## src/rtl/fifo_pkg.sv

```systemverilog
// Shared helpers for the async FIFO pointer logic: gray/binary conversion and pointer types.
package fifo_pkg;

    localparam int FIFO_ADDR_WIDTH = 4;
    localparam int PTR_WIDE_W      = 32;

    typedef logic [FIFO_ADDR_WIDTH:0] ptr_t;
    typedef logic [PTR_WIDE_W-1:0]    ptr_wide_t;

    // Zero-extended inputs keep both conversions exact for any pointer narrower than 32 bits.
    function automatic ptr_wide_t bin2gray(input ptr_wide_t bin);
        return bin ^ (bin >> 1);
    endfunction

    function automatic ptr_wide_t gray2bin(input ptr_wide_t gray);
        ptr_wide_t bin;
        bin = '0;
        for (int i = 0; i < PTR_WIDE_W; i++) begin
            bin[i] = ^(gray >> i);
        end
        return bin;
    endfunction

endpackage

```

## src/rtl/fifo_gray2bin.sv

```systemverilog
// Combinational gray-to-binary converter: each binary bit is the XOR of all gray bits at or above it.
module fifo_gray2bin #(
    parameter int W = 5
) (
    input  logic [W-1:0] gray,
    output logic [W-1:0] bin
);

    for (genvar i = 0; i < W; i++) begin : g_prefix
        assign bin[i] = ^gray[W-1:i];
    end

endmodule

```

## src/rtl/fifo_wptr_full.sv

```systemverilog
// Write-side pointer and full/occupancy flags of an async FIFO, all in the clk domain.
// Optional sticky overflow flag wovf when ASYNC_FIFO_WOVF_EN is defined.
module fifo_wptr_full
    import fifo_pkg::*;
#(
    parameter int ADDR_WIDTH = FIFO_ADDR_WIDTH,
    parameter int AF_THRESH  = 12
) (
    input  logic                  clk,
    input  logic                  rst,
    input  logic                  winc,
    input  logic [ADDR_WIDTH:0]   wq2_rptr,
    output logic [ADDR_WIDTH-1:0] waddr,
    output logic [ADDR_WIDTH:0]   wptr,
    output logic                  wfull,
    output logic [ADDR_WIDTH:0]   wcount,
    output logic                  almost_full
`ifdef ASYNC_FIFO_WOVF_EN
    ,
    output logic                  wovf
`endif
);

    localparam int             PW     = ADDR_WIDTH + 1;
    localparam logic [PW-1:0]  AF_VAL = PW'(AF_THRESH);

    logic [PW-1:0] wbin_q;
    logic [PW-1:0] wptr_q;
    logic          wfull_q;
    logic [PW-1:0] wcount_q;
    logic          af_q;

    logic          write_ok;
    logic [PW-1:0] wbin_next;
    logic [PW-1:0] wgray_next;
    logic [PW-1:0] full_match;
    logic [PW-1:0] rbin;
    logic [PW-1:0] wcount_next;
    logic          full_next;
    logic          af_next;

    fifo_gray2bin #(.W(PW)) u_rptr_g2b (
        .gray (wq2_rptr),
        .bin  (rbin)
    );

    // A write while full is dropped, so the pointer can never lap the read side.
    assign write_ok    = winc & ~wfull_q;
    assign wbin_next   = wbin_q + PW'(write_ok);
    assign wgray_next  = PW'(bin2gray(ptr_wide_t'(wbin_next)));
    assign full_match  = {~wq2_rptr[PW-1:PW-2], wq2_rptr[PW-3:0]};
    assign full_next   = (wgray_next == full_match);
    assign wcount_next = wbin_next - rbin;
    assign af_next     = (wcount_next >= AF_VAL);

    // NOTE: non-blocking assignments here so every register samples pre-edge values together.
    always_ff @(posedge clk) begin
        if (rst) begin
            wbin_q   <= '0;
            wptr_q   <= '0;
            wfull_q  <= 1'b0;
            wcount_q <= '0;
            af_q     <= 1'b0;
        end else begin
            wbin_q   <= wbin_next;
            wptr_q   <= wgray_next;
            wfull_q  <= full_next;
            wcount_q <= wcount_next;
            af_q     <= af_next;
        end
    end

`ifdef ASYNC_FIFO_WOVF_EN
    logic wovf_q;

    always_ff @(posedge clk) begin
        if (rst) begin
            wovf_q <= 1'b0;
        end else begin
            wovf_q <= wovf_q | (winc & wfull_q);
        end
    end

    assign wovf = wovf_q;
`endif

    assign waddr       = wbin_q[ADDR_WIDTH-1:0];
    assign wptr        = wptr_q;
    assign wfull       = wfull_q;
    assign wcount      = wcount_q;
    assign almost_full = af_q;

endmodule
```

## config.mk

```make
export PLATFORM = sky130hd
export DESIGN_NAME = fifo_wptr_full
export DESIGN_NICKNAME = d
export VERILOG_FILES = /design/src/rtl/fifo_pkg.sv /design/src/rtl/fifo_gray2bin.sv /design/src/rtl/fifo_wptr_full.sv
export SDC_FILE = /design/constraint.sdc
export NUM_CORES = 1
export LEC_CHECK = 0
export ABC_AREA = 0
export BUFFER_PORTS_ARGS = -buffer_cell sky130_fd_sc_hd__buf_2
export CAP_MARGIN = 20
export CORE_MARGIN = 3
export CORE_UTILIZATION = 51
export CTS_BUF_LIST = sky130_fd_sc_hd__clkbuf_8
export CTS_CLUSTER_SIZE = 16
export DETAILED_ROUTE_END_ITERATION = 8
export PLACE_DENSITY = 0.79
export SYNTH_ARGS = -nofsm -noshare
export SYNTH_HDL_FRONTEND = slang
export SYNTH_SLANG_ARGS = --single-unit
```

## constraint.sdc

```tcl
create_clock -name clk -period 2.9 [get_ports clk]
set_input_delay 0.29 -clock clk [delete_from_list [all_inputs] [get_ports clk]]
set_output_delay 0.29 -clock clk [all_outputs]
set_load 0.01 [all_outputs]
```

==> reports/metrics.cfg <==
[job]
cap_violations = 0

[min_path]
hold_depth = 3
hp-start = wq2_rptr[0]
hp-class = in -> reg
holdPathEnd = wfull

[place]
dpl.hpwl_um = 1150
port_buffers = 23
place_area_um2 = 921
dp_cells = 112
place.gp.congestion = 0.776

[timing]
hold_slack_ns = 0.357
layout_worst_path_cycle_share_pct = 88.7
min_period_ns = 2.57
clock_skew_ns = 0.00134
finalSetupViolations = 0
rsz0062_at_grt = false
max_slew_margin_pct = 56.8
worst_slew_pin_slew_ns = 0.643
fmax_ghz = 0.389
finalHoldViolCount = 0
drv_slew = 0
tns_ns = 0

[worst_setup_path]
crit_slowest_cell = xnor3_2
r2r_end = almost_full
cp_data_arrival_time_ns = 2.70
reg2regPathDepth = 7
end_kind = register
path_cells = buf_2 -> xnor3_2 -> xor2_1 -> xnor2_1 -> ha_1 -> inv_1 -> fa_1 -> maj3_2 -> a21oi_2 -> xor2_1 -> o22ai_1
cp_data_required_time_ns = 3.02
cp_max_fo = 4
worst_path_most_repeated_cell = xor2_1
path_buf_inv = 2
crit_path_max_incr_delay_ns = 0.46
critPathKind = in -> reg
rr_startpoint = wfull
path_depth = 11
crit_family = XOR/XNOR gates
setup.worst_path.start_class = primary input
r2r_setup_slack_ns = 0.57

[synthesis]
ys_ff_latch = 16
avgSynthCellArea_um2 = 10.6
synth_area_leaders = dfxtp_1 (41%), xnor2_1 (17%), ha_1 (6.4%), nor2_1 (5.3%), xor2_1 (4.5%)
synth_cells = 74
ys_seq_area_share_pct = 40.9
syn-cell-area_um2 = 783
synth_top_area_cell = dfxtp_1
ys.warnings.count = 0
synth_nets = 87
yosys.area.top_type_share_pct = 40.9
synth.distinct_cells = 22

[detailed_routing]
dr.pass1.iters = 3
route.detailed.drc = 0
post_drt_wl_per_cell_um = 13.6
dr_total_vias = 571
wl_um = 1580
drt-initial-drc-count = 10
ant_nets = 0
viasPerCell = 4.92

[run_status]
outcome = finished, final reports clean

[die]
dieArea_mm2 = 0.00204
fp.dieH_um = 45.2
start_util_pct = 57.3
num_rows = 13
core_mm2 = 0.00137
die_w_um = 45.2
ios = 24

[cts]
cts_buffers = 3
clkTransAtPathRegs_ns = 0.06
htree_levels = 1
holdBufCountCts = 0
cts-root-buf = clkbuf_8
cts_setup_buffers = 0
cts_tree = done
cts_max_path_buffers = 2
post_cts_resize_count = 0
insertion_delay_ns = 0.24
cts.sinks = 16

[global_route]
overflow = 0
grt_usage_pct = 17.9
antenna_found_initial = 0
grt_max_degree = 17
grt_pass1_vias = 565
grt_pass1_wl_um = 2580

[finish]
design_area_um2 = 976
syn_to_final_growth_pct = 24.6
antenna_cells = 0
final_cells = 116
fin_nets = 115
fillers = 119
layout_commonest_cell = buf_2
final_cell_mix = buf_2 (23), dfxtp_1 (16), xnor2_1 (15)
drive_gt1_share_pct = 33.7

[pwr]
powerDensity_mw_per_mm2 = 661
p_leak_nw = 0.479
ir_worst_vdd_mv = 0.373

## through the flow
| step | utilization (%) | total power [mW] | setup WS [ns] |
|---|---|---|---|
| after global placement | 67.4 | 0.447 | 0.191 |
| final | 71.4 | 0.645 | 0.327 |
| after detailed placement | 67.4 | 0.454 | 0.0807 |
| after global routing | 71.4 | 0.678 | 0.186 |
| after CTS | 71.4 | 0.652 | 0.328 |
| after floorplan | - | 0.394 | 0.268 |
## how the worst max path moves through the flow
stage	startpoint	to	slack [ns]
after floorplan	wq2_rptr[2]	almost_full	0.27
after global placement	wq2_rptr[2]	almost_full	0.19
after detailed placement	wq2_rptr[2]	almost_full	0.08
after CTS	wq2_rptr[2]	almost_full	0.33
after global routing	wq2_rptr[2]	almost_full	0.19
final	wq2_rptr[2]	almost_full	0.33
## tightest hold or removal path: stages
cell and delay (ns):
buf_2 0.11, xnor2_1 0.11, a211oi_1 0.04
## metal layers
layer	wire, um	vias to the layer above	track usage [%]	share of wire [%]
met2	762	15	29.1	48
met4	28	0	10.5	1.8
met1	700	263	21.6	44
met3	86	4	3.59	5.5
met5	0	-	0	0
li1	-	289	-	-
## cell type report
| cell class | count | area, um^2 | area share (%) |
|---|---|---|---|
| inverter | 3 | 11.3 | 1.15 |
| sequential | 16 | 320 | 32.8 |
| multi-input combinational | 54 | 448 | 45.9 |
| timing repair buffer | 24 | 123 | 12.6 |
| tap | 15 | 18.8 | 1.92 |
| clock buffer | 4 | 55.1 | 5.64 |
## sequential cells by signal (all words and copies together) (netlist names)
register	flops
wbin_q	5
wcount	5
wptr	4
almost_full	1
wfull	1
## cell usage after synthesis
library cell / count
xor2_2: 2
or3_1: 2
maj3_2: 1
nor2b_1: 3
o22ai_1: 1
a21o_1: 1
and3_1: 1
and3b_1: 1
inv_1: 3
xor2_1: 4
nor2_1: 11
clkbuf_1: 1
fa_1: 1
maj3_1: 1
ha_1: 4
a21oi_2: 1
or2_2: 1
a211oi_1: 1
nand3_1: 2
xnor3_2: 1
xnor2_1: 15
dfxtp_1: 16
## where the power goes
| group | internal (mW) | switching, mW | total, mW | leakage (nW) |
|---|---|---|---|---|
| Sequential | 0.249 | 0.00804 | 0.257 | 0.131 |
| Clock | 0.120 | 0.0728 | 0.193 | 0.0288 |
| Combinational | 0.0954 | 0.0995 | 0.195 | 0.319 |
| Total | 0.465 | 0.180 | 0.645 | 0.479 |
## cell families after synthesis
group | Yosys count | share of synthesized area (%)
xor+xnor | 22 | 28.4
simple gates | 21 | 13.3
flops | 16 | 40.9
fa+ha+maj | 7 | 11.7
compound gates | 4 | 3.84
buf+inv | 4 | 1.92
No activity file was read; power rests on OpenSTA's default activity.
